## src/rtl/rgb2rgbw_conv_pkg.sv

```systemverilog
// Shared definitions for the RGB -> RGBW converter: default channel width
// and the lane positions of each colour in the input and output words.
package rgb2rgbw_conv_pkg;

  localparam int CH_W_DEF = 8;

  // Input word lanes (lane 0 = LSBs): {.., R, G, B}
  localparam int IN_R_LANE = 2;
  localparam int IN_G_LANE = 1;
  localparam int IN_B_LANE = 0;

  // Output word lanes: {R', G', B', W}
  localparam int OUT_R_LANE = 3;
  localparam int OUT_G_LANE = 2;
  localparam int OUT_B_LANE = 1;
  localparam int OUT_W_LANE = 0;

endpackage

```

## src/rtl/rgbw_min3.sv

```systemverilog
// Combinational unsigned minimum of three channel values.
module rgbw_min3 #(
  parameter int CH_W = 8
) (
  input  logic [CH_W-1:0] a,
  input  logic [CH_W-1:0] b,
  input  logic [CH_W-1:0] c,
  output logic [CH_W-1:0] y
);

  logic [CH_W-1:0] ab;

  // Two-level compare tree; ties resolve to an equal value, so order is irrelevant.
  always_comb begin
    ab = (a < b) ? a : b;
    y  = (ab < c) ? ab : c;
  end

endmodule

```

## src/rtl/rgb2rgbw_conv.sv

```systemverilog
// RGB -> RGBW converter: pops RGB pixels from a show-ahead FIFO, extracts
// the common white component and hands {R',G',B',W} downstream over
// valid/ready. Two register stages: capture (p1) and compute (p2 = outputs).
// Optional feature macro: RGB2RGBW_BYPASS_EN adds a per-pixel `bypass`
// input that passes {R,G,B,0} through unchanged.
module rgb2rgbw_conv
  import rgb2rgbw_conv_pkg::*;
#(
  parameter int DATA_SIZE = 32,
  parameter int CH_W      = CH_W_DEF,
  parameter int CNT_W     = 16
) (
  input  logic                 r_clk,
  input  logic                 r_rst,
  input  logic [DATA_SIZE-1:0] r_data,
  input  logic                 r_empty,
  output logic                 r_en,
  output logic [4*CH_W-1:0]    o_data,
  output logic                 o_valid,
  input  logic                 o_ready,
  output logic [CNT_W-1:0]     pix_cnt
`ifdef RGB2RGBW_BYPASS_EN
  ,
  input  logic                 bypass
`endif
);

  logic              adv1;
  logic              adv2;
  logic              vld_p1;
  logic [CH_W-1:0]   r_p1;
  logic [CH_W-1:0]   g_p1;
  logic [CH_W-1:0]   b_p1;
  logic [CH_W-1:0]   w_p1;
  logic [4*CH_W-1:0] res_p1;
`ifdef RGB2RGBW_BYPASS_EN
  logic              byp_p1;
`endif

  // FIFO word bits above the three channels carry nothing for us.
  logic unused_hi;
  assign unused_hi = ^r_data[DATA_SIZE-1:3*CH_W];

  // Handshake: a stage may load when its successor can take what it holds.
  always_comb begin
    adv2 = !o_valid || o_ready;
    adv1 = !vld_p1 || adv2;
    r_en = !r_empty && adv1 && !r_rst;
  end

  // ---- stage p1: capture popped pixel ----
  // Stage 1 valid: set on a pop, cleared when it drains without a refill.
  always_ff @(posedge r_clk or posedge r_rst) begin
    if (r_rst) begin
      vld_p1 <= 1'b0;
    end else if (r_en) begin
      vld_p1 <= 1'b1;
    end else if (adv1) begin
      vld_p1 <= 1'b0;
    end
  end

  // Stage 1 data: channel fields (and bypass flag) of the popped word.
  always_ff @(posedge r_clk) begin
    if (r_en) begin
      r_p1   <= r_data[IN_R_LANE*CH_W +: CH_W];
      g_p1   <= r_data[IN_G_LANE*CH_W +: CH_W];
      b_p1   <= r_data[IN_B_LANE*CH_W +: CH_W];
`ifdef RGB2RGBW_BYPASS_EN
      byp_p1 <= bypass;
`endif
    end
  end

  rgbw_min3 #(
    .CH_W (CH_W)
  ) u_min3 (
    .a (r_p1),
    .b (g_p1),
    .c (b_p1),
    .y (w_p1)
  );

  // White extraction: W is the minimum, so each subtraction stays non-negative.
  always_comb begin
    res_p1 = '0;
    res_p1[OUT_R_LANE*CH_W +: CH_W] = r_p1 - w_p1;
    res_p1[OUT_G_LANE*CH_W +: CH_W] = g_p1 - w_p1;
    res_p1[OUT_B_LANE*CH_W +: CH_W] = b_p1 - w_p1;
    res_p1[OUT_W_LANE*CH_W +: CH_W] = w_p1;
`ifdef RGB2RGBW_BYPASS_EN
    if (byp_p1) begin
      res_p1 = '0;
      res_p1[OUT_R_LANE*CH_W +: CH_W] = r_p1;
      res_p1[OUT_G_LANE*CH_W +: CH_W] = g_p1;
      res_p1[OUT_B_LANE*CH_W +: CH_W] = b_p1;
    end
`endif
  end

  // ---- stage p2: registered outputs ----
  // Output register: loads on advance; data only changes for a real pixel.
  always_ff @(posedge r_clk or posedge r_rst) begin
    if (r_rst) begin
      o_valid <= 1'b0;
      o_data  <= '0;
    end else if (adv2) begin
      o_valid <= vld_p1;
      if (vld_p1) begin
        o_data <= res_p1;
      end
    end
  end

  // Delivered-pixel counter, wraps naturally at 2^CNT_W.
  always_ff @(posedge r_clk or posedge r_rst) begin
    if (r_rst) begin
      pix_cnt <= '0;
    end else if (o_valid && o_ready) begin
      pix_cnt <= pix_cnt + CNT_W'(1);
    end
  end

endmodule
```

## config.mk

```make
export PLATFORM = sky130hd
export DESIGN_NAME = rgb2rgbw_conv
export DESIGN_NICKNAME = d
export VERILOG_FILES = /design/src/rtl/rgb2rgbw_conv_pkg.sv /design/src/rtl/rgbw_min3.sv /design/src/rtl/rgb2rgbw_conv.sv
export SDC_FILE = /design/constraint.sdc
export NUM_CORES = 1
export LEC_CHECK = 0
export CORE_MARGIN = 4
export CORE_UTILIZATION = 50
export CTS_CLUSTER_SIZE = 40
export DETAILED_ROUTE_END_ITERATION = 12
export GPL_TIMING_DRIVEN = 0
export PLACE_DENSITY = 0.77
export SYNTH_ARGS = -nofsm -noshare
export SYNTH_HDL_FRONTEND = slang
export SYNTH_SLANG_ARGS = --single-unit
```

## constraint.sdc

```tcl
create_clock -name r_clk -period 7 [get_ports r_clk]
set_clock_uncertainty 0.05 [all_clocks]
set_input_delay 2.1 -clock r_clk [delete_from_list [all_inputs] [get_ports r_clk]]
set_output_delay 2.1 -clock r_clk [all_outputs]
set_load 0.02 [all_outputs]
```

### Yosys cells after proc, flatten, opt, wreduce, memory -nomap -nowiden

Index checks and enable logic that the tools add are counted.

* add/sub/neg operators: 4
* multiply operators: 0
* div/mod/pow operators: 0
* $lt $le $gt $ge: 2
* eq/ne operators: 0
* shifts and indexed selects: 0
* muxes and demuxes: 4
* bitwise logic cells: 0
* reductions and logical operators: 11

Operators with widths (count)
* $sub A8 B8 Y8: 3
* $add A16 B1 Y16 const B: 1
* $lt A8 B8 Y1: 2
* $mux W8: 2
* $logic_not A1 Y1: 4
* $logic_and A1 B1 Y1: 3
* $logic_or A1 B1 Y1: 2
* $mux W1: 2
* $reduce_and A2 Y1: 1
* $reduce_bool A2 Y1: 1

* flip-flop bits (word level): 74
* bits in latches: 0
* memory bits (writable): 0
* memory bits (read-only): 0
* bits of input ports: 36
* memories: 0

### Depth between registers and ports, before layout

Gate-level depths: netlist of the first run.

* depth in word-level cells: 6
* gate-level depth with buffers: 27

### By module

A second synthesis of the first run with hierarchy kept.

* cells, all modules: 423
* area total of the unflattened synthesis: 4340.4 sq um

Modules (own cells, without submodules)
* rgb2rgbw_conv: times used 1, cells an instance 352, area an instance 3767.4 sq um, sequential area each 1971.9 sq um
* rgbw_min3: times used 1, cells an instance 71, area an instance 573.0 sq um, sequential area each 0.0 sq um

### Worst setup path after synthesis of the first run

OpenSTA, ideal clock, no wires.

* path kind: input-to-output
* start point: in o_ready
* end point: out r_en
* arrival time: 4451 ps
* data required time: 4850 ps
* setup slack: 399 ps
* stages: 2
* buffers on the path: 0
* cells stage by stage: nor2b_1 -> a211oi_1

* cells in the longest elaborated chain, start to end: 4

Ends and longest elaborated chain
* from (decl): RTL line rgb2rgbw_conv.sv:20 `input logic o_ready,`
* $logic_or A1 B1 Y1: RTL line rgb2rgbw_conv.sv:46 `adv2 = !o_valid || o_ready;`
* $logic_or A1 B1 Y1: RTL line rgb2rgbw_conv.sv:47 `adv1 = !vld_p1 || adv2;`
* $logic_and A1 B1 Y1 (2 in series): RTL line rgb2rgbw_conv.sv:48 `r_en = !r_empty && adv1 && !r_rst;`
* to (decl): RTL line rgb2rgbw_conv.sv:17 `output logic r_en,`

Every way passes these cells.

### Final worst setup path of the first run

* start point: reg r_p1[5]
* end point: reg o_data[31]

* cells in the longest elaborated chain, start to end: 5

Ends and longest elaborated chain
* from (decl): RTL line rgb2rgbw_conv.sv:31 `logic [CH_W-1:0] r_p1;`
* from (signal assigned): RTL line rgb2rgbw_conv.sv:66 `r_p1 <= r_data[IN_R_LANE*CH_W +: CH_W];`
* $lt A8 B8 Y1: RTL line rgbw_min3.sv:15 `ab = (a < b) ? a : b;`
* $mux W8 (*): RTL line rgbw_min3.sv:15
* $lt A8 B8 Y1: RTL line rgbw_min3.sv:16 `y = (ab < c) ? ab : c;`
* $mux W8 (*): RTL line rgbw_min3.sv:16
* named net res_p1[0]: RTL line rgb2rgbw_conv.sv:35 `logic [4*CH_W-1:0] res_p1;`
* $sub A8 B8 Y8 (*): RTL line rgb2rgbw_conv.sv:87 `res_p1[OUT_R_LANE*CH_W +: CH_W] = r_p1 - w_p1;`
* to (signal assigned): RTL line rgb2rgbw_conv.sv:110 `o_data <= res_p1;`
* to (decl): RTL line rgb2rgbw_conv.sv:18 `output logic [4*CH_W-1:0] o_data,`

Mark *: on every way through the listed nets, which the timed path passes. The rest lies on a longest branch.
A chain may end at the register's enable or synchronous reset.

==> impl_metrics.yaml, run 1 <==
run_status:
  outcome: "finished, final reports clean"
placement:
  pre_cts_ws_ps: -216
  hpwl_mm: 8.71
  place_inst: 634
  port_buffers: 77
  gp_congestion: 0.897
detailed_routing:
  drt_iter0_drc: 240
  vias: 3728
  drcViolationCount: 0
  firstDrtPassIters: 4
  drt-wirelength-per-cell_um: 17.0
  ant_nets: 0
  via_per_inst: 5.74
  routed_wl_mm: 11.1
clocking:
  clkTransAtPathRegs_ps: 80
  cts_tree: "built"
  cts_sinks: 74
  root_buffer: "clkbuf_8"
  numCtsBuffers: 9
  clk_path_buf_depth: 2
  htreeDepth: 3
  clock_latency_ps: 360
floorplanning:
  die_y_um: 102
  coreArea_sq_um: 8680
  die_w_um: 102
  ioPinCount: 86
  dieArea_sq_um: 10400
  start_util_pct: 50.9
  rows: 34
timing:
  fin_crit_sh_pct: 95.5
  tightest_slew_ps: 1180
  finalHoldViolations: 0
  relSlewSlack_pct: 21.3
  slew_viol_final: 0
  grt_setup_unrepaired: "no"
  setup_slack_ps: 312
  holdWs_ps: 433
  min_period_ps: 6690
  setup_violations: 0
  fmax_ghz: 0.150
global_routing:
  grt_start_max_net_pins: 28
  grt_overflow: 0
  antenna_found_initial: 0
  grt_pass1_wl_mm: 17.8
  grt_pass1_vias: 3674
  track_usage_pct: 22.0
cells_and_area:
  nets: 597
  drive_above_1_share_pct: 9.41
  antenna_cells: 0
  fin_cells: 650
  synthToLayoutAreaGrowth_pct: 27.5
setup_path:
  reg2reg_from: "r_p1[5]"
  r2r_end: "o_data[31]"
  r2r_setup_slack_ps: 310
  cp-end-kind: "flop"
  cp.arrival_ps: 6870
  start_kind: "flop"
  crit_fanout: 10
  worst-setup-path-type: "reg -> reg"
  worstPathRequired_ps: 7180
  worstRegToRegCells: 24
yosys:
  yosysSeqAreaShare_pct: 44.6
  synthTopCellsByCount: "60 x nand2_1, 50 x dfrtp_1, 36 x xnor2_1"
  yosysMostFrequentCell: "nand2_1"
  synth_area_leader_cell: "dfrtp_1"
  yosys_register_bits: 74
  synthArstFlopShare_pct: 67.6
  synthCells: 447
  yosys.cell_types.count: 65
  synth_top_area_share_pct: 28.3
  synth_edf_count: 24
  yosysWarnings: 0
  synth.avg_cell_area_sq_um: 9.88
  synth_nets: 507
  syn-cell-area_sq_um: 4420
  netlist_top_cells_area: "dfrtp_1 28%, edfxtp_1 16%, xnor2_1 7.1%"
  synth-main-ff-cell: "dfrtp_1"
flow_run:
  drv_cap: 0
power_and_ir_drop:
  vdd_drop_max_v: 0.000140
  power_uw: 1650
  power_density_nw_per_um2: 293
  power.share.sequential_pct: 36.6
  power_leakage_uw: 0.00232
  p_sw_share_pct: 36.0
  p_int_uw: 1060
  switchingPower_uw: 595
  clkPwrFrac_pct: 23.0
  combPwrFrac_pct: 40.4
min_path:
  hp-start: "o_data[21]"
  holdPathStages: 2
  hold_path_class: "reg -> reg"
  hold_end: "o_data[21]"
## power by group through the flow
| stage | sequential (uW) | combinational [uW] | clock [uW] |
|---|---|---|---|
| floorplan | 707 | 286 | 0 |
| global placement | 612 | 647 | 0 |
| detailed placement | 614 | 662 | 0 |
| CTS | 606 | 668 | 384 |
| global route | 618 | 727 | 406 |
| finish | 605 | 668 | 379 |
## what timing repair did
item	in CTS	in global routing
hold buffers	0	0
pin swaps	0	1
endpoints found under the hold margin	0	0
buffers inserted	0	1
setup endpoints to repair	2	3
gates resized for setup	3	5
## cells in the final DEF (no fill, tap or decap), types with 4 or more instances in the layout
cell type / synthesis / routed
nor2_1: 19 / 18
ha_1: 24 / 24
maj3_1: 5 / 5
xor2_1: 6 / 6
a221oi_1: 4 / 4
a31oi_1: 7 / 6
xnor2_1: 36 / 36
clkbuf_8: 0 / 10
edfxtp_1: 24 / 24
nor2b_1: 4 / 4
o21a_1: 7 / 7
clkbuf_1: 11 / 9
o21ai_0: 34 / 34
o31ai_1: 5 / 5
and4_1: 4 / 4
nand2_1: 60 / 60
nor3_1: 10 / 10
o211ai_1: 8 / 8
and2_1: 6 / 6
nand3_1: 11 / 11
inv_1: 25 / 24
clkdlybuf4s50_1: 0 / 77
dfrtp_1: 50 / 50
a21oi_1: 19 / 18
## critical path: stages, from the launching register on
cell	delay, ps
edfxtp_1	540
ha_1	370
a211o_1	310
a31oi_4	250
a21boi_2	220
buf_4	200
mux2i_2	360
inv_1	100
ha_1	290
a211o_1	300
a21oi_2	240
nand2_1	230
nor2_2	260
clkbuf_2	290
nor2_1	110
a31oi_4	260
ha_1	270
nor2b_1	60
a2111o_1	360
a32oi_2	240
o31ai_1	120
maj3_2	340
maj3_2	330
nand4_1	100
or3b_1	350
## worst max path at each step
stage / start / endpoint / slack [ps] / depth (start not counted)
2_1_floorplan: o_ready / r_en / 400 / 2
3_3_place_gp: o_ready / r_en / -1690 / 4
3_5_place_dp: g_p1[1] / o_data[31] / -220 / 25
4_1_cts: r_p1[5] / o_data[31] / 80 / 24
5_1_grt: r_p1[5] / o_data[31] / 9 / 24
6_report: r_p1[5] / o_data[31] / 310 / 24
## registers in the layout (all words and copies together), names as in the netlist
register  flops
r_p1          8
o_valid       1
vld_p1        1
b_p1          8
o_data       32
g_p1          8
pix_cnt      16
## per-stage QoR
step	utilization (%)	instance area (sq um)	TNS, ps
after global placement	61.3	5320	-1910
after detailed placement	61.9	5370	-258
final	64.9	5630	0
after floorplan	-	4420	0
after global routing	64.9	5630	0
after CTS	64.6	5610	0
## logic make-up (layout without fill, tap and decap cells)
family                   count (synthesis)  count (layout)  synth area share, %
flip-flops                              74              74                 44.6
multiplexers                             6               6                 1.44
XOR/XNOR                                42              42                 8.33
adder cells (fa/ha/maj)                 31              31                 8.44
AO/OA/AOI/OAI                          123             123                 19.9
AND/OR/NAND/NOR                        130             130                 13.6
buffers and inverters                   41             136                 3.68
## per-layer routing
metal | global-route usage [%] | vias up | part of all wire, %
li1 | - | 1803 | -
met2 | 35.2 | 117 | 46
met3 | 3.82 | 26 | 5.4
met5 | 0 | - | 0
met4 | 9.18 | 0 | 2.9
met1 | 29.7 | 1782 | 46
## cell type report
class	instances	area (sq um)
clock inverter	6	86.3
fill	733	3050
inverter	27	101
sequential	74	1970
clock buffer	10	138
tap	108	135
timing repair buffer	80	813
buffer	13	58.8
multi-input combinational	332	2330
Power figures use the tool's default switching activity.
==> run 2: changes to the inputs <==
--- a/config.mk
+++ b/config.mk
@@ -5,10 +5,12 @@
 export SDC_FILE = /design/constraint.sdc
 export NUM_CORES = 1
 export LEC_CHECK = 0
+export ABC_CLOCK_PERIOD_IN_PS = 7000
 export CORE_MARGIN = 4
 export CORE_UTILIZATION = 50
 export CTS_CLUSTER_SIZE = 40
 export DETAILED_ROUTE_END_ITERATION = 12
+export GPL_ROUTABILITY_DRIVEN = 0
 export GPL_TIMING_DRIVEN = 0
 export PLACE_DENSITY = 0.77
 export SYNTH_ARGS = -nofsm -noshare
==> run 2 against run 1 <==
Effect of this change:
- hold slack worse by 5.0 ps
- maximum frequency up 1.5%
- die area unchanged
- global-route usage down 0.45 points
- core utilization down 0.19 points
- via count up 1.1%
- setup slack better by 98 ps
- sequential power about the same
- clock-buffer cell count unchanged
- sequential cell count unchanged
- register-to-register slack better by 98 ps
- non-clock buffer count unchanged
- largest power group unchanged
==> impl_metrics.yaml, run 2 (same netlist as run 1, synthesis figures left out) <==
clocking:
  clkTransAtPathRegs_ps: 80
  numCtsBuffers: 9
  htreeDepth: 3
  clock_latency_ps: 360
  hold_buffers: 0
  cts_tree: "built"
  cts_sinks: 74
  root_buffer: "clkbuf_8"
  clk_path_buf_depth: 2
placement:
  port_buffers: 77
  pre_cts_ws_ps: -88.2
  hpwl_mm: 8.56
  place_inst: 634
timing:
  holdWs_ps: 428
  finalHoldViolations: 0
  tightest_slew_ps: 1080
  setup_violations: 0
  grt_setup_unrepaired: "no"
  fmax_ghz: 0.152
  setup_slack_ps: 410
  relSlewSlack_pct: 28.3
  slew_viol_final: 0
  min_period_ps: 6590
  fin_crit_sh_pct: 94.1
  final.setup.tns_ps: 0
detailed_routing:
  via_per_inst: 5.80
  vias: 3770
  drt_iter0_drc: 263
  drt-wirelength-per-cell_um: 16.8
  firstDrtPassIters: 5
  drcViolationCount: 0
  routed_wl_mm: 10.9
  ant_nets: 0
min_path:
  hold_path_class: "reg -> reg"
  hp-start: "pix_cnt[15]"
  holdPathStages: 1
  hold_end: "pix_cnt[15]"
cells_and_area:
  fin_cells: 650
  largest_registers: "o_data: 32 flops, pix_cnt: 16 flops"
  drive_above_1_share_pct: 9.23
  synthToLayoutAreaGrowth_pct: 27.1
  seqCellArea_sq_um: 1970
  nets: 597
  top_register: "o_data"
  largest_register_ffs: 32
  multiInputGateArea_sq_um: 2320
  final_cell_mix: "77 x clkdlybuf4s50_1, 60 x nand2_1, 50 x dfrtp_1"
  num-fill-cells: 744
  layout_commonest_cell: "clkdlybuf4s50_1"
  antenna_cells: 0
setup_path:
  worstRegToRegCells: 24
  start_kind: "flop"
  r2r_setup_slack_ps: 410
  r2r_end: "o_data[31]"
  crit_fanout: 10
  worstPathRequired_ps: 7190
  reg2reg_from: "r_p1[5]"
  cp-end-kind: "flop"
  cp.arrival_ps: 6780
  worst-setup-path-type: "reg -> reg"
power_and_ir_drop:
  power_leakage_uw: 0.00231
  power_uw: 1640
  power_density_nw_per_um2: 293
  vdd_drop_max_v: 0.000141
flow_run:
  drv_cap: 0
run_status:
  outcome: "finished, final reports clean"
floorplanning:
  ioPinCount: 86
  die_y_um: 102
  start_util_pct: 50.9
  die_w_um: 102
  dieArea_sq_um: 10400
  rows: 34
  coreArea_sq_um: 8680
global_routing:
  grt_overflow: 0
  grt_pass1_wl_mm: 17.7
  track_usage_pct: 21.6
  antenna_found_initial: 0
  grt_pass1_vias: 3644
  grt_start_max_net_pins: 28
[run 2: cell types whose count changed in the layout (fill, tap and decap cells not counted)]
cell	before	now
a21boi_0	1	0
a21boi_1	0	1
a31oi_2	1	2
a31oi_4	3	2
clkbuf_1	9	10
clkbuf_8	10	9
clkinv_4	0	1
inv_4	2	1
[run 2: metrics by stage]
step | utilization, % | cell area (sq um)
2_1_floorplan | - | 4420
3_3_place_gp | 61.3 | 5320
3_5_place_dp | 61.9 | 5370
4_1_cts | 64.5 | 5600
5_1_grt | 64.7 | 5620
6_report | 64.7 | 5620
[run 2: final cells by class]
class / instances / area share, %
multi-input cells: 332 / 41.3
flip-flops and latches: 74 / 35.1
repair buffers: 80 / 14.5
well taps: 108 / 2.41
clock buffers: 10 / 2.27
inverters: 27 / 1.80
clock inverters: 6 / 1.58
plain buffers: 13 / 1.05
[run 2: power breakdown]
part / total, uW / switching [uW] / internal [uW]
logic: 664 / 358 / 306
clock network: 370 / 168 / 202
registers: 608 / 70.0 / 538
total: 1640 / 596 / 1050
[run 2: layer usage]
| layer | share of wire [%] | GRT usage (%) | vias up |
|---|---|---|---|
| li1 | - | - | 1801 |
| met1 | 43 | 28.1 | 1805 |
| met2 | 49 | 35.6 | 146 |
| met3 | 6.7 | 3.21 | 18 |
| met4 | 1.9 | 9.69 | 0 |
| met5 | 0 | 0 | - |
[run 2: critical path, cell delays in order, from the launching register on]
cell and delay [ps]:
edfxtp_1 540, ha_1 370, a211o_1 310, a31oi_4 240, a21boi_2 210, buf_4 190
mux2i_2 350, inv_1 100, ha_1 290, a211o_1 310, a21oi_2 230, nand2_1 220
nor2_2 220, clkbuf_2 250, nor2_1 80, a31oi_2 310, ha_1 300, nor2b_1 80
a2111o_1 360, a32oi_2 230, o31ai_1 120, maj3_2 340, maj3_2 330, nand4_1 90
or3b_1 350
[run 2: worst max-delay path by stage]
stage / startpoint / end / slack [ps]
2_1_floorplan: o_ready / r_en / 400
5_1_grt: r_p1[5] / o_data[31] / 90
6_report: r_p1[5] / o_data[31] / 410
3_5_place_dp: g_p1[1] / o_data[31] / -90
4_1_cts: r_p1[5] / o_data[31] / 110
3_3_place_gp: o_ready / r_en / -1630
[run 2: timing repair]
item / in CTS / in global routing
pin swaps: 0 / 1
setup endpoints to repair: 1 / 6
buffers inserted: 0 / 1
gates resized for setup: 2 / 7
